[src/rtl/otter_uart_tx_mmio.sv]
// OTTER IOBUS UART transmitter: CPU stores to TX_ADDR are queued in a byte FIFO
// and sent 8N1, LSB first. STATUS reports queue depth and flags for the CPU to poll.
module otter_uart_tx_mmio #(
  parameter int          CLK_RATE   = 50,
  parameter int          BAUD       = 115200,
  parameter int          FIFO_DEPTH = 16,
  parameter logic [31:0] TX_ADDR    = 32'h11000040,
  parameter logic [31:0] STAT_ADDR  = 32'h11000044
) (
  input  logic        CLK,
  input  logic        RESET,
  input  logic [31:0] IOBUS_ADDR,
  input  logic [31:0] IOBUS_OUT,
  input  logic        IOBUS_WR,
  output logic [31:0] STATUS,
  output logic        STAT_HIT,
  output logic        TX
);

  localparam int DIV  = (CLK_RATE * 1000000 + BAUD / 2) / BAUD;
  localparam int BW   = (DIV > 1) ? $clog2(DIV) : 1;
  localparam int PW   = $clog2(FIFO_DEPTH);
  localparam int CNTW = PW + 1;

  localparam logic [BW-1:0]   BAUD_LAST = BW'(DIV - 1);
  localparam logic [BW-1:0]   BAUD_ONE  = BW'(1);
  localparam logic [PW-1:0]   PTR_ONE   = PW'(1);
  localparam logic [CNTW-1:0] CNT_ONE   = CNTW'(1);
  localparam logic [CNTW-1:0] CNT_FULL  = CNTW'(FIFO_DEPTH);

  typedef enum logic [1:0] {IDLE, START, DATA, STOP} state_t;

  state_t          state_reg, state_next;
  logic [BW-1:0]   baud_reg, baud_next;
  logic [2:0]      bit_reg, bit_next;
  logic [7:0]      shift_reg, shift_next;
  logic            tx_reg, tx_next;
  logic [PW-1:0]   wr_ptr_reg, rd_ptr_reg;
  logic [CNTW-1:0] count_reg, count_next;
  logic            ovf_reg, ovf_next;
  logic [7:0]      mem [FIFO_DEPTH];

  logic empty, full, pop, push_req, push_ok, ovf_set, ovf_clr, baud_last;
  logic [7:0] head;

  assign empty     = (count_reg == '0);
  assign full      = (count_reg == CNT_FULL);
  assign head      = mem[rd_ptr_reg];
  assign baud_last = (baud_reg == BAUD_LAST);

  // A pop in the same cycle frees a slot, so a push into a full FIFO still lands.
  assign push_req = IOBUS_WR && (IOBUS_ADDR == TX_ADDR);
  assign push_ok  = push_req && (!full || pop);
  assign ovf_set  = push_req && full && !pop;
  assign ovf_clr  = IOBUS_WR && (IOBUS_ADDR == STAT_ADDR) && IOBUS_OUT[2];

  always_comb begin
    state_next = state_reg;
    baud_next  = baud_reg;
    bit_next   = bit_reg;
    shift_next = shift_reg;
    pop        = 1'b0;
    case (state_reg)
      IDLE: begin
        baud_next = '0;
        if (!empty) begin
          pop        = 1'b1;
          shift_next = head;
          state_next = START;
        end
      end
      START: begin
        if (baud_last) begin
          baud_next  = '0;
          bit_next   = '0;
          state_next = DATA;
        end else begin
          baud_next = baud_reg + BAUD_ONE;
        end
      end
      DATA: begin
        if (baud_last) begin
          baud_next  = '0;
          shift_next = {1'b0, shift_reg[7:1]};
          if (bit_reg == 3'd7) begin
            bit_next   = '0;
            state_next = STOP;
          end else begin
            bit_next = bit_reg + 3'd1;
          end
        end else begin
          baud_next = baud_reg + BAUD_ONE;
        end
      end
      STOP: begin
        if (baud_last) begin
          baud_next = '0;
          // Chain straight into the next frame so queued bytes leave with no idle gap.
          if (!empty) begin
            pop        = 1'b1;
            shift_next = head;
            state_next = START;
          end else begin
            state_next = IDLE;
          end
        end else begin
          baud_next = baud_reg + BAUD_ONE;
        end
      end
      default: state_next = IDLE;
    endcase
  end

  // TX is registered from the next-state view so the line never glitches.
  always_comb begin
    tx_next = 1'b1;
    case (state_next)
      START:   tx_next = 1'b0;
      DATA:    tx_next = shift_next[0];
      default: tx_next = 1'b1;
    endcase
  end

  always_comb begin
    count_next = count_reg;
    if (push_ok && !pop)
      count_next = count_reg + CNT_ONE;
    else if (!push_ok && pop)
      count_next = count_reg - CNT_ONE;
  end

  always_comb begin
    ovf_next = ovf_reg;
    if (ovf_set)
      ovf_next = 1'b1;
    else if (ovf_clr)
      ovf_next = 1'b0;
  end

  always_ff @(posedge CLK) begin
    if (push_ok)
      mem[wr_ptr_reg] <= IOBUS_OUT[7:0];
  end

  always_ff @(posedge CLK) begin
    if (RESET) begin
      state_reg  <= IDLE;
      baud_reg   <= '0;
      bit_reg    <= '0;
      shift_reg  <= '0;
      tx_reg     <= 1'b1;
      wr_ptr_reg <= '0;
      rd_ptr_reg <= '0;
      count_reg  <= '0;
      ovf_reg    <= 1'b0;
    end else begin
      state_reg <= state_next;
      baud_reg  <= baud_next;
      bit_reg   <= bit_next;
      shift_reg <= shift_next;
      tx_reg    <= tx_next;
      count_reg <= count_next;
      ovf_reg   <= ovf_next;
      if (push_ok)
        wr_ptr_reg <= wr_ptr_reg + PTR_ONE;
      if (pop)
        rd_ptr_reg <= rd_ptr_reg + PTR_ONE;
    end
  end

  assign TX       = tx_reg;
  assign STAT_HIT = (IOBUS_ADDR == STAT_ADDR);
  assign STATUS   = {{(24 - CNTW){1'b0}}, count_reg, 5'b0, ovf_reg, full,
                     (state_reg != IDLE) || !empty};

endmodule

[config.mk]
export PLATFORM = sky130hd
export DESIGN_NAME = otter_uart_tx_mmio
export DESIGN_NICKNAME = d
export VERILOG_FILES = /design/src/rtl/otter_uart_tx_mmio.sv
export SDC_FILE = /design/constraint.sdc
export NUM_CORES = 1
export LEC_CHECK = 0
export ABC_CLOCK_PERIOD_IN_PS = 8800
export CAP_MARGIN = 10
export CELL_PAD_IN_SITES_DETAIL_PLACEMENT = 0
export CELL_PAD_IN_SITES_GLOBAL_PLACEMENT = 1
export CORE_ASPECT_RATIO = 1.4
export CORE_UTILIZATION = 49
export DETAILED_ROUTE_END_ITERATION = 6
export PLACE_DENSITY_LB_ADDON = 0.1
export SYNTH_ARGS = -nofsm -noshare
export SYNTH_HDL_FRONTEND = slang
export SYNTH_SLANG_ARGS = --single-unit
export TNS_END_PERCENT = 20
[constraint.sdc]
create_clock -name CLK -period 8.8 [get_ports CLK]
set_clock_uncertainty 0.05 [all_clocks]
set_input_delay 1.76 -clock CLK [delete_from_list [all_inputs] [get_ports CLK]]
set_output_delay 1.76 -clock CLK [all_outputs]
set_load 0.02 [all_outputs]
* After elaboration in Yosys (flattened, before gate mapping)
Memory sizes are Yosys's and may differ from the RTL's. A register that Yosys moved wholly into a read port is not among the register bits.
Cells that the tools add are included.
** Cells by class
- Equality and inequality tests :: 13
- Add/sub/neg operators :: 6
- Reductions and logical operators :: 24
- Mux-type cells :: 29
** Operators by type and width (count)
- $eq 32x29->1 const B :: 2
- $mux 8 :: 3
- $pmux 8 s3 :: 1
- $pmux 9 s2 :: 1
- $mux 2 :: 5
- $mux 5 :: 2
- $add 9x1->9 const B :: 1
- $eq 9x9->1 const B :: 1
- $mux 3 :: 3
- $mux 9 :: 1
- $add 4x1->4 const B :: 2
- $logic_and 1x1->1 :: 8
- $mux 4 :: 2
- $pmux 2 s4 :: 1
- $reduce_bool 2->1 :: 4
- $mux 1 :: 7
- $eq 2x2->1 const B :: 3
- $ne 2x2->1 const B :: 3
- $pmux 3 s2 :: 1
- $reduce_and 3->1 :: 2
- $add 5x1->5 const B :: 1
- $eq 5x5->1 const B :: 1
- $logic_not 5->1 :: 1
- $sub 5x1->5 const B :: 1
- 9 further kinds :: 15
** Word-level totals
- Memories :: 1
- Register bits after elaboration :: 37
- Bits in writable memories :: 128
- Output and inout bits :: 34
** Memory list
- mem :: words 16, bits a word 8, rd ports 1, clocked after memory_dff 1, write ports 1, line 41 : logic [7:0] mem [FIFO_DEPTH];

* Depth between registers and ports, before layout
Gate-level depths: netlist (run 1).
- Word-level depth :: 10
- Gate-level depth with buffers :: 17
- Depth with buffers taken out :: 15

* Worst setup path after synthesis (run 1)
No wires, ideal clock.
- Kind :: input -> output
- Start point :: in IOBUS_ADDR[5]
- End point :: out STAT_HIT
- Data arrival time :: 2.706 ns
- Stages on the path :: 3
- Slack :: 4.284 ns
- Buffers on the path :: 0
- Cell sequence :: nor4b_1 > nand4_1 > nor3_1
** Between the ends
- Longest elaborated chain between the ends :: 1
** RTL lines
- from (decl) :: line 12 : input logic [31:0] IOBUS_ADDR,
- $eq 32x29->1 :: line 172 : assign STAT_HIT = (IOBUS_ADDR == STAT_ADDR);
- to (decl) :: line 16 : output logic STAT_HIT,
No other way between the ends.

* Worst setup path after layout (run 1)
- Start point :: in IOBUS_ADDR[13]
- End point :: out STAT_HIT
The elaborated chain is that of the path after synthesis.

==> results of run 1 <==
-- worst max-delay path, stage by stage --
cell	delay, ns
sky130_fd_sc_hd__clkdlybuf4s50_1	0.40
sky130_fd_sc_hd__nor4_1	0.32
sky130_fd_sc_hd__nand4_1	0.19
sky130_fd_sc_hd__nor3_1	0.20
sky130_fd_sc_hd__clkdlybuf4s50_1	0.65
-- cell usage in the layout, fill, tap and decap left out, types with 2 or more instances in the layout --
cell and instances:
sky130_fd_sc_hd__xor2_1 8, sky130_fd_sc_hd__or3_1 3, sky130_fd_sc_hd__nor2b_1 7, sky130_fd_sc_hd__edfxtp_1 128, sky130_fd_sc_hd__conb_1 24, sky130_fd_sc_hd__nor2_1 46, sky130_fd_sc_hd__o21ai_0 5, sky130_fd_sc_hd__buf_4 6
sky130_fd_sc_hd__clkinv_2 2, sky130_fd_sc_hd__a31oi_1 2, sky130_fd_sc_hd__clkbuf_16 17, sky130_fd_sc_hd__o221ai_1 6, sky130_fd_sc_hd__o21a_1 2, sky130_fd_sc_hd__nor4b_1 2, sky130_fd_sc_hd__a22o_1 7, sky130_fd_sc_hd__xnor2_1 7
sky130_fd_sc_hd__inv_6 6, sky130_fd_sc_hd__a21oi_1 16, sky130_fd_sc_hd__nand3_1 5, sky130_fd_sc_hd__nand4_1 4, sky130_fd_sc_hd__a211oi_1 2, sky130_fd_sc_hd__dfxtp_1 40, sky130_fd_sc_hd__clkdlybuf4s50_1 52, sky130_fd_sc_hd__nor3_2 4
sky130_fd_sc_hd__nor3_1 7, sky130_fd_sc_hd__inv_1 21, sky130_fd_sc_hd__nand2_1 18, sky130_fd_sc_hd__nor4_1 6, sky130_fd_sc_hd__clkinv_1 3, sky130_fd_sc_hd__and3_1 10, sky130_fd_sc_hd__mux2i_1 16, sky130_fd_sc_hd__mux4_2 32
sky130_fd_sc_hd__ha_1 20, sky130_fd_sc_hd__nor3b_1 2
-- power breakdown --
group          internal, mW  total (mW)  switching (mW)
combinational         0.281       0.629           0.347
sequential            0.895       0.933          0.0374
clock                 0.367       0.682           0.315
-- final timing paths --
path / startpoint / end / slack (ns) / cells after the start
max: IOBUS_ADDR[13] / STAT_HIT / 3.46 / 5
min: shift_reg[7] / shift_reg[7] / 0.42 / 2
max reg2reg: state_reg[0] / count_reg[4] / 5.10 / 13
min reg2reg: shift_reg[7] / shift_reg[7] / 0.42 / 2
-- per-stage QoR --
stage               setup WS (ns)  power [mW]  std cells  area (µm²)  hold slack (ns)
detailed placement          3.395       1.587        722        8005           0.4042
floorplan                   4.284       1.444        524        7516           0.3795
global placement            3.435       1.576        722        8005           0.3906
global route                3.322       2.362        754        8548           0.4388
finish                      3.465       2.243        754        8548           0.4187
CTS                         3.457       2.267        754        8548           0.4193
-- cell type report --
class                   instances  area, µm²  area share (%)
flip-flops and latches        169       4666           54.58
multi-input cells             285       2459           28.76
repair buffers                 58      565.5           6.616
clock buffers                  17      425.4           4.977
well taps                     189      236.5           2.766
clock inverters                15      117.6           1.376
inverters                      21      78.83          0.9221
-- metal layers --
metal  vias to the layer above  share of wire [%]
met4                         0                2.6
met5                         -                  0
li1                       1937                  -
met2                        78                 54
met1                      2061                 40
met3                        24                3.7
-- kinds of logic (layout without fill, tap and decap cells) --
kind of cell	count (synthesis)	count (layout)	share of synthesized area (%)
flip-flops	169	169	62.78
AO/OA/AOI/OAI	51	51	5.170
AND/OR/NAND/NOR	125	125	9.111
buffers and inverters	70	111	5.423
adder cells (fa/ha/maj)	21	21	3.638
multiplexers	49	49	12.06
other	1	24	0.05047
XOR/XNOR	15	15	1.768
==> impl_summary.md, run 1 <==
Logic synthesis
The most common cell in the synthesized netlist is sky130_fd_sc_hd__edfxtp_1. The synthesized design spends more area on one cell type than any other, namely sky130_fd_sc_hd__edfxtp_1. Counting every instance in the synthesized netlist gives approximately 500. The Yosys step of the flow raised 0 warnings. In the synthesized netlist the async set-or-reset flop fraction comes to 0%. The synthesized design contains approximately 170 register bits. The commonest cells after synthesis are sky130_fd_sc_hd__edfxtp_1 (128), sky130_fd_sc_hd__nor2_1 (46), sky130_fd_sc_hd__dfxtp_1 (41). Yosys mapped a number of flops with a built-in enable equal to 128. The per-instance average area after synthesis is 14.83 µm².

The post-synthesis cell type count is 57. After synthesis the cells add up to between 7000 and 8000 µm². Ranked by total cell area, the synthesized netlist is headed by sky130_fd_sc_hd__edfxtp_1 (52%), sky130_fd_sc_hd__dfxtp_1 (11%), sky130_fd_sc_hd__mux4_2 (9.7%), sky130_fd_sc_hd__ha_1 (3.4%), sky130_fd_sc_hd__buf_4 (2.8%). Among all flip-flop cells after synthesis, the most frequent one is sky130_fd_sc_hd__edfxtp_1.

After synthesis, flip-flops and latches occupy 62.78% of the total area. In this run the biggest area consumer among cell types represents between 50% and 60% of the synthesized area.

Route
In the final routed layout, each cell accounts on average for between 15 and 20 µm. The remaining antenna violation count after routing is 0. After detailed routing, the number of remaining DRC violations is 0. The routed layout has between 4,000 and 5,000 vias.

The average via count per standard cell is between 5 and 6. The starting DRC count in detailed routing is 184. The total routed wirelength is between 10,000 and 15,000 µm. The detailed-routing iteration count for the pre-antenna-repair pass is 4.

Pwr
The static power due to leakage is 2.861 nW. IR analysis of the VDD net gives a maximum drop of approximately 0.00020 V. The total power divided by cell area is 262.4 nW/µm².

Global routing
The largest net degree at the start of global routing is 33. The global-route met2 utilization is between 30 and 40%. The initial antenna violation count came to 0. The met1 track demand over resource in global routing is 22.87%.

The layer carrying the most global-route usage is met2. The number of global-route vias before repair is approximately 4,300. After global routing the overflow that remains totals 0. The met3 usage in global routing is 4.938%. The total global routing track utilization is between 20% and 30%.

The first global-routing pass estimated 22,960 µm of wire.

CTS
In this run the deepest clock path goes through 2 buffers. The clock root buffer master is sky130_fd_sc_hd__clkbuf_16. The TritonCTS clock tree is built. Hold repair after CTS inserted 0 buffers.

The CTS clock-pin slew for the worst setup and hold paths is 0.07 ns. The clock latency of the later-clocked register in the worst-skew pair is roughly 0.42 ns. The TritonCTS buffer count is 17. In this run the post-CTS setup repair buffer count came out at 0.

Gates resized during post-CTS repair numbered 0. The CTS sink count is between 150 and 200. The number of levels the H-tree was split into is 4.

STA
The highest attainable clock frequency is 187.4 MHz. The transition time of the tightest slew-check pin is 1.120 ns. The count of final max-slew check failures is 0. The final number of setup-violating endpoints is 0. Setup repair after global routing left no endpoint under its margin. The post-route fraction of the period consumed by the critical path is a little over 60%. The worst max-slew margin expressed relative to the limit is 25.15%. The count of endpoints failing hold in the final timing report is 0. The total negative slack for setup checks is 0 ns. Subtracting the final worst setup slack from the clock period gives approximately 5.3 ns.

Worst setup path
The critical path is of the input port to primary output type. The required time reported for the critical path endpoint is approximately 7.0 ns. The arrival time of the worst setup path is between 3 and 4 ns. The element type at the critical path start is an input port. The nature of the critical path endpoint is a primary output. Of all nets on the critical path, the largest fanout is 2.

Floorplan
The floorplan step defined a core boundary enclosing around 15,000 µm². The total I/O pin count is ~100. The die height is between 100 and 150 µm. The area enclosed by the die boundary is between 15,000 and 20,000 µm². The horizontal die dimension is ~110 µm. The number of rows in the core area is between 50 and 60. Once the floorplan was initialized, standard cells occupied 50.75% of the core.

Flow run
Max-cap violations in this run came to 0.

Hold path
The path class of the tightest hold or removal check is register to register.

Layout
The number of filler cells placed in the layout is between 1,000 and 1,500. The share of final-layout standard cells stronger than drive strength 1 is around 15%. The layout net count is between 600 and 700. At the end of the flow the core is filled with cells to about three fifths. The area growth from synthesis to final layout is 15.06%.

0 antenna diodes ended up in the layout. The flip-flop count of the largest register, all copies and words added is approximately 130.

Status
The flow ran to the end, and the final reports show no timing, DRC or antenna violations.

Place
Detailed placement finished with a half-perimeter wire length of between 9000 and 10,000 µm. The count of buffers inserted at the top-level ports is 52. The congestion estimate from routability-driven global placement came to 0.7975.
No activity file was read; power rests on OpenSTA's default activity.
==> run 2, diff against run 1 <==
--- a/config.mk
+++ b/config.mk
@@ -5,12 +5,12 @@
 export SDC_FILE = /design/constraint.sdc
 export NUM_CORES = 1
 export LEC_CHECK = 0
-export ABC_CLOCK_PERIOD_IN_PS = 8800
+export ABC_CLOCK_PERIOD_IN_PS = 4300
 export CAP_MARGIN = 10
 export CELL_PAD_IN_SITES_DETAIL_PLACEMENT = 0
 export CELL_PAD_IN_SITES_GLOBAL_PLACEMENT = 1
 export CORE_ASPECT_RATIO = 1.4
-export CORE_UTILIZATION = 49
+export CORE_UTILIZATION = 41
 export DETAILED_ROUTE_END_ITERATION = 6
 export PLACE_DENSITY_LB_ADDON = 0.1
 export SYNTH_ARGS = -nofsm -noshare
==> constraint.sdc (replaced) <==
create_clock -name CLK -period 4.3 [get_ports CLK]
set_clock_uncertainty 0.05 [all_clocks]
set_input_delay 0.86 -clock CLK [delete_from_list [all_inputs] [get_ports CLK]]
set_output_delay 0.86 -clock CLK [all_outputs]
set_load 0.02 [all_outputs]
==> run 2 against run 1 <==
Utilization fell by 8.8 points; non-clock buffer count rose by 9; count of clock-buffer cells in the layout up 1; largest power group unchanged.
==> impl_summary.md, run 2 (same netlist as run 1, synthesis figures left out) <==
Global routing
The residual overflow from global routing is 0 (unchanged). The total global routing track utilization is 17.41% (was 20.09%). The initial antenna violation count is 0 (unchanged). The number of global-route vias before repair is 4,188 (was 4,290). The first-pass GRT wire length is 23,350 µm (was 22,960 µm). The largest net degree at the start of global routing was 27 (was 33).

Route
The number of remaining DRC errors is 0 (unchanged). The starting DRC count in detailed routing came to 275 (was 184). The routed wire length on met3 is 406 µm (was 534 µm). The per-cell routed wire length is 18.57 µm (was 19.14 µm).

The routed metal-1 wirelength was 6252 µm (was 5731 µm). The remaining antenna violation count after routing is 0 (unchanged). The total vias in the final route is 4,101 (was 4,100).

The detailed-routing iteration count for the pre-antenna-repair pass came to 6 (was 4). The uppermost metal layer occupied by signal nets is met4 (unchanged). The total routed wirelength is 15,040 µm (was 14,430 µm). The length of routed met2 wiring came to 8077 µm (was 7782 µm). The average via count per standard cell was 5.063 (was 5.438).

Layout
The final design utilization is 49.59% (was 58.39%). Top library cells by usage in the layout, fill and taps aside: sky130_fd_sc_hd__edfxtp_1 (128), sky130_fd_sc_hd__clkdlybuf4s50_1 (52), sky130_fd_sc_hd__nor2_1 (46) (unchanged). The most frequent standard cell in the layout excluding fill and tap cells is sky130_fd_sc_hd__edfxtp_1 (unchanged). The number of filler cells placed in the layout is 1,562 (was 1,168). The share of final-layout standard cells stronger than drive strength 1 was 16.38% (was 15.04%). The antenna diode instance count was 0 (unchanged). The layout net count came to 649 (was 640).

The area growth from synthesis to final layout is 17.09% (was 15.06%). The multi-input gate area in the final layout is 2449 µm² (was 2459 µm²). The sequential cell area in the final layout is 4666 µm² (unchanged). The flip-flop count of the largest register, all copies and words added was 128 (unchanged).

Pwr
The worst ir drop on vdd came to 0.0002772 V (was 0.0002003 V). The total power divided by cell area came to 539.2 nW/µm² (was 262.4 nW/µm²). The switching power share of the total came to 32.12% (was 31.19%). The switching power total came to 1.507 mW (was 0.6998 mW). The fraction of power consumed by the clock network is 31.6% (was 30.4%).

The static power due to leakage is 2.915 nW (was 2.861 nW). The internal power of the cells is 3.184 mW (was 1.544 mW). The combinational group share of total power came to 26.9% (was 28.0%). The sequential group share of total power came to 41.5% (was 41.6%). The total power after layout came to 4.691 mW (was 2.243 mW).

Flow run
The number of violations of the max-capacitance limit came to 0 (unchanged).

Place
The count of buffers inserted at the top-level ports is 52 (unchanged). The routability congestion estimate came to 0.7494 (was 0.7975). The estimated wirelength of the detail-placed design came to 10,150 µm (was 9987 µm).

CTS
The number of buffers between clock root and the deepest sink is 2 (unchanged). The TritonCTS clock tree is built (unchanged). The clock latency of the later-clocked register in the worst-skew pair is 0.43 ns (was 0.42 ns). The number of levels the H-tree was split into was 4 (unchanged). The TritonCTS buffer count is 17 (unchanged). The clock root buffer master was sky130_fd_sc_hd__clkbuf_16 (unchanged). The number of resized instances in the post-cts repair step was 0 (unchanged). The CTS clock-pin slew for the worst setup and hold paths came to 0.07 ns (about the same). The number of buffers inserted by post-CTS setup repair is 0 (unchanged). The CTS sink count was 169 (unchanged). The cts-stage hold buffer count came to 0 (unchanged).

Floorplan
The total I/O pin count is 101 (unchanged). The number of rows in the core area is 57 (was 52). The effective utilization at floorplan is 42.35% (was 50.75%).

The die height is 161.3 µm (was 147.7 µm). The horizontal die dimension is 115.8 µm (was 106.1 µm). The area inside the core boundary is 17,540 µm² (was 14,640 µm²). The area enclosed by the die boundary was 18,670 µm² (was 15,670 µm²).

Worst setup path
The number of cells on the critical path is 14 (was 5). The dominant cell type by count on the critical path is sky130_fd_sc_hd__ha_1 (was sky130_fd_sc_hd__clkdlybuf4s50_1). The worst-path cell with the longest stage delay is sky130_fd_sc_hd__clkdlybuf4s50_1 (unchanged). The critical path class is input port to register (was input port to primary output).

The maximum fanout count along the critical path is 4 (was 2). List of cells traversed by the critical path: clkdlybuf4s50_1 -> nor4_1 -> nand4_1 -> nor3_2 -> and3_1 -> ha_1 -> inv_1 -> ha_1 -> nor2b_1 -> o21a_1 -> or3_1 -> a21oi_1 -> xnor2_1 -> nor2_1 (was clkdlybuf4s50_1 -> nor4_1 -> nand4_1 -> nor3_1 -> clkdlybuf4s50_1). The nature of the critical path endpoint is a register (was primary output). The element type at the critical path start is an input port (unchanged).

The depth of the most critical reg-to-reg path is 14 (was 13). The highest cell delay on the worst timing path is 0.39 ns (was 0.65 ns). The buffering stage count on the worst path with inverters included is 2 (unchanged). The cell family with the largest share of critical-path delay was simple AND/OR/NAND/NOR gates (was buffers and inverters). The arrival time of the worst setup path was 3.89 ns (was 3.53 ns). The required time reported for the critical path endpoint was 4.56 ns (was 6.99 ns).

STA
The final critical path takes up a little over four fifths of the cycle. The count of final max-slew check failures is 0 (unchanged). The highest attainable clock frequency is ~280 MHz. The worst max-slew margin expressed relative to the limit is 35.59% (was 25.15%).

The count of endpoints failing hold in the final timing report is 0 (unchanged). The transition time of the tightest slew-check pin is 0.9649 ns (was 1.120 ns). Subtracting the final worst setup slack from the clock period gives ~3.6 ns. The final number of setup-violating endpoints is 0 (unchanged). RSZ-0062 raised after global routing: no (unchanged). The total negative slack for setup checks is 0 ns (unchanged).

Status
Result of the run: completed (unchanged).

Hold path
The depth of the worst hold-timing path came to 1 (was 2). The class of the worst hold path is register to register (unchanged).
==> run 2: final cells by class <==
class,count,area share [%]
Sequential cell,169,53.63
Multi-Input combinational cell,285,28.15
Timing Repair Buffer,67,7.277
Clock buffer,18,4.933
Tap cell,236,3.394
Clock inverter,14,1.711
Inverter,21,0.9061
==> run 2: power by group through the flow <==
stage	combinational [mW]	sequential [mW]	clock [mW]
2_1_floorplan	1.00	1.95	0
3_3_place_gp	1.26	1.99	0
3_5_place_dp	1.27	1.99	0
4_1_cts	1.28	1.95	1.51
5_1_grt	1.39	1.97	1.57
6_report	1.26	1.95	1.48
==> run 2: per-layer routing <==
metal / vias up / track usage [%]
met4: 0 / 6.760
met5: - / 0
met1: 2048 / 21.13
li1: 1962 / -
met3: 18 / 3.565
met2: 73 / 30.06
==> run 2: worst paths after layout <==
kind / start / endpoint / slack (ns)
hold / removal: baud_reg[0] / baud_reg[0] / 0.42
setup reg to reg: state_reg[0] / count_reg[4] / 0.95
hold reg to reg: baud_reg[0] / baud_reg[0] / 0.42
setup / recovery: IOBUS_ADDR[17] / count_reg[4] / 0.67
==> run 2: metrics by stage <==
step	cells	hold WS, ns	setup slack [ns]	instance area (µm²)
finish	810	0.4151	0.6677	8700
global route	810	0.4377	0.4531	8700
CTS	810	0.4173	0.6925	8700
detailed placement	778	0.4059	0.2498	8122
global placement	778	0.3998	0.2831	8122
floorplan	524	0.3795	0.7205	7516
==> run 2: worst reg2reg max path: cells and delay by family, from the launching register on <==
| family | cells | cell delay (ns) |
|---|---|---|
| simple gates | 4 | 0.69 |
| xor+xnor | 1 | 0.14 |
| fa+ha+maj | 3 | 0.80 |
| buf+inv | 2 | 0.28 |
| compound gates | 4 | 0.79 |
| flops | 1 | 0.49 |
==> run 3, diff against run 2 <==
--- a/config.mk
+++ b/config.mk
@@ -5,12 +5,12 @@
 export SDC_FILE = /design/constraint.sdc
 export NUM_CORES = 1
 export LEC_CHECK = 0
-export ABC_CLOCK_PERIOD_IN_PS = 4300
+export ABC_CLOCK_PERIOD_IN_PS = 3650
 export CAP_MARGIN = 10
 export CELL_PAD_IN_SITES_DETAIL_PLACEMENT = 0
 export CELL_PAD_IN_SITES_GLOBAL_PLACEMENT = 1
 export CORE_ASPECT_RATIO = 1.4
-export CORE_UTILIZATION = 41
+export CORE_UTILIZATION = 46
 export DETAILED_ROUTE_END_ITERATION = 6
 export PLACE_DENSITY_LB_ADDON = 0.1
 export SYNTH_ARGS = -nofsm -noshare
==> constraint.sdc (replaced) <==
create_clock -name CLK -period 3.65 [get_ports CLK]
set_clock_uncertainty 0.05 [all_clocks]
set_input_delay 0.73 -clock CLK [delete_from_list [all_inputs] [get_ports CLK]]
set_output_delay 0.73 -clock CLK [all_outputs]
set_load 0.02 [all_outputs]
==> run 3 against run 2 <==
Sequential cell count unchanged; critical path depth unchanged; utilization up 6.0 points; final area up 0.17%; register-to-register slack worse by 0.46 ns; count of clock-buffer cells in the layout down 1; combinational power up 19%; sequential share of layout area down 0.092 points; worst setup slack worse by 0.30 ns; cell count down 3.8%; via count up 1.5%; clock power up 18%.
==> impl_summary.md, run 3 (same netlist as run 1, synthesis figures left out) <==
CTS
The TritonCTS clock tree is built (unchanged). The TritonCTS buffer count is 17 (unchanged). The number of resized instances in the post-cts repair step is 0 (unchanged). The clock latency of the later-clocked register in the worst-skew pair is 0.43 ns (about the same).

The number of levels the H-tree was split into is 4 (unchanged). The CTS sink count came to 169 (unchanged). The number of buffers inserted by post-CTS setup repair came to 0 (unchanged). The clock root buffer master is sky130_fd_sc_hd__clkbuf_16 (unchanged). The number of buffers between clock root and the deepest sink is 2 (unchanged). The CTS clock-pin slew for the worst setup and hold paths was 0.08 ns (was 0.07 ns).

The cts-stage hold buffer count is 0 (unchanged).

Floorplan
The horizontal die dimension is 109.4 µm (was 115.8 µm). The number of rows in the core area is 54 (was 57). The area enclosed by the die boundary was 16,670 µm² (was 18,670 µm²).

The effective utilization at floorplan was 47.40% (was 42.35%). The area inside the core boundary is 15,680 µm² (was 17,540 µm²). The die height came to 152.4 µm (was 161.3 µm). The total I/O pin count is 101 (unchanged).

STA
The worst max-slew margin expressed relative to the limit is 49.73% (was 35.59%). RSZ-0062 raised after global routing: no (unchanged). Of the available clock period, the critical path in the final layout requires 89.84%. The transition time of the tightest slew-check pin is 0.7530 ns (was 0.9649 ns). The count of final max-slew check failures is 0 (unchanged).

The highest attainable clock frequency is 304.9 MHz. The final number of setup-violating endpoints is 0 (unchanged). The worst hold slack is 0.4265 ns (was 0.4151 ns). The total negative slack for setup checks is 0 ns (unchanged). The final critical-path setup slack is 0.3707 ns (was 0.6677 ns).

The clock period could shrink to roughly 3.3 ns. The count of endpoints failing hold in the final timing report is 0 (unchanged).

Layout
The most frequent standard cell in the layout excluding fill and tap cells is sky130_fd_sc_hd__edfxtp_1 (unchanged). The flip-flop count of the largest register, all copies and words added came to 128 (unchanged). The layout net count is 658 (was 649).

The antenna diode instance count was 0 (unchanged). The final instance count without filler cells is 779 (was 810). The area growth from synthesis to final layout is 17.30% (was 17.09%). Top library cells by usage in the layout, fill and taps aside: sky130_fd_sc_hd__edfxtp_1 (128), sky130_fd_sc_hd__clkdlybuf4s50_1 (52), sky130_fd_sc_hd__nor2_1 (46) (unchanged). The number of filler cells placed in the layout is 1,289 (was 1,562).

The share of final-layout standard cells stronger than drive strength 1 came to 17.67% (was 16.38%). The final design utilization is 55.60% (was 49.59%). The post-route standard cell area excluding fillers was 8715 µm² (was 8700 µm²).

Global routing
The largest net degree at the start of global routing is 20 (was 27). The initial antenna violation count is 0 (unchanged). The first-pass GRT wire length is 22,170 µm (was 23,350 µm). The residual overflow from global routing came to 0 (unchanged). The number of global-route vias before repair came to 4,169 (was 4,188).

The total global routing track utilization came to 18.34% (was 17.41%).

Route
The total routed wirelength is 14,200 µm (was 15,040 µm). The detailed-routing iteration count for the pre-antenna-repair pass came to 4 (was 6). The remaining antenna violation count after routing was 0 (unchanged). The starting DRC count in detailed routing is 195 (was 275). The number of remaining DRC errors is 0 (unchanged). The average via count per standard cell is 5.341 (was 5.063). The total vias in the final route is 4,161 (was 4,101). The per-cell routed wire length is 18.23 µm (was 18.57 µm).

Place
The cell total after placement is 747 (was 778). The cell area after placement is 8139 µm² (was 8122 µm²). The routability congestion estimate is 0.7636 (was 0.7494). The count of buffers inserted at the top-level ports is 52 (unchanged). The estimated wirelength of the detail-placed design is 10,070 µm (was 10,150 µm). The pre-CTS worst setup slack is -0.08031 ns (was 0.2498 ns).

Pwr
The total power divided by cell area came to 634.2 nW/µm² (was 539.2 nW/µm²). The total power after layout is 5.527 mW (was 4.691 mW). The worst ir drop on vdd came to 0.0005418 V (was 0.0002772 V).

The static power due to leakage is 2.953 nW (was 2.915 nW).

Status
Result of the run: completed (unchanged).

Worst setup path
The maximum fanout count along the critical path was 2 (was 4). The element type at the critical path start is an input port (unchanged). The nature of the critical path endpoint is a register (unchanged). The arrival time of the worst setup path is 3.55 ns (was 3.89 ns).

The required time reported for the critical path endpoint came to 3.93 ns (was 4.56 ns). The critical path class is input port to register (unchanged).

Hold path
The class of the worst hold path is register to register (unchanged).

Flow run
The number of violations of the max-capacitance limit is 0 (unchanged).
[run 3: cell types whose count changed in the layout (fill, tap and decap cells not counted), sizes merged]
cell      before  now
clkinvlp       1    3
clkbuf        18   17
inv           29   30
clkinv         5    3
buf           15   24
[run 3: final cells by class]
class,instances,area (µm²),share of cell area (%)
clock buffers,17,425.4,4.882
clock inverters,15,150.1,1.723
inverters,21,78.83,0.9045
multi-input cells,285,2449,28.10
flip-flops and latches,169,4666,53.54
well taps,196,245.2,2.814
repair buffers,76,700.7,8.040
[run 3: worst paths after layout]
path	startpoint	end	slack (ns)	cells after the start
setup reg to reg	state_reg[0]	count_reg[4]	0.49	14
setup / recovery	IOBUS_ADDR[1]	count_reg[4]	0.37	14
hold reg to reg	baud_reg[0]	baud_reg[0]	0.43	1
hold / removal	baud_reg[0]	baud_reg[0]	0.43	1
[run 3: routing by layer]
metal | global-route usage [%] | part of all wire, % | vias up
li1 | - | - | 1984
met1 | 21.29 | 40 | 2102
met2 | 32.55 | 56 | 59
met3 | 4.577 | 2.5 | 16
met4 | 5.905 | 1.7 | 0
met5 | 0 | 0 | -
[run 3: worst max-delay path, cell delays in order]
cell and delay, ns:
sky130_fd_sc_hd__clkdlybuf4s50_1 0.41, sky130_fd_sc_hd__nor4_1 0.31, sky130_fd_sc_hd__nand4_1 0.18, sky130_fd_sc_hd__nor3_2 0.20, sky130_fd_sc_hd__and3_1 0.24, sky130_fd_sc_hd__ha_1 0.18
sky130_fd_sc_hd__inv_1 0.05, sky130_fd_sc_hd__ha_1 0.28, sky130_fd_sc_hd__nor2b_1 0.13, sky130_fd_sc_hd__o21a_1 0.16, sky130_fd_sc_hd__or3_1 0.30, sky130_fd_sc_hd__a21oi_1 0.18
sky130_fd_sc_hd__xnor2_1 0.13, sky130_fd_sc_hd__nor2_1 0.05
[run 3: report_power, final]
group	total, mW	switching [mW]	internal [mW]
clock	1.74	0.826	0.910
combinational	1.50	0.801	0.696
sequential	2.29	0.137	2.16
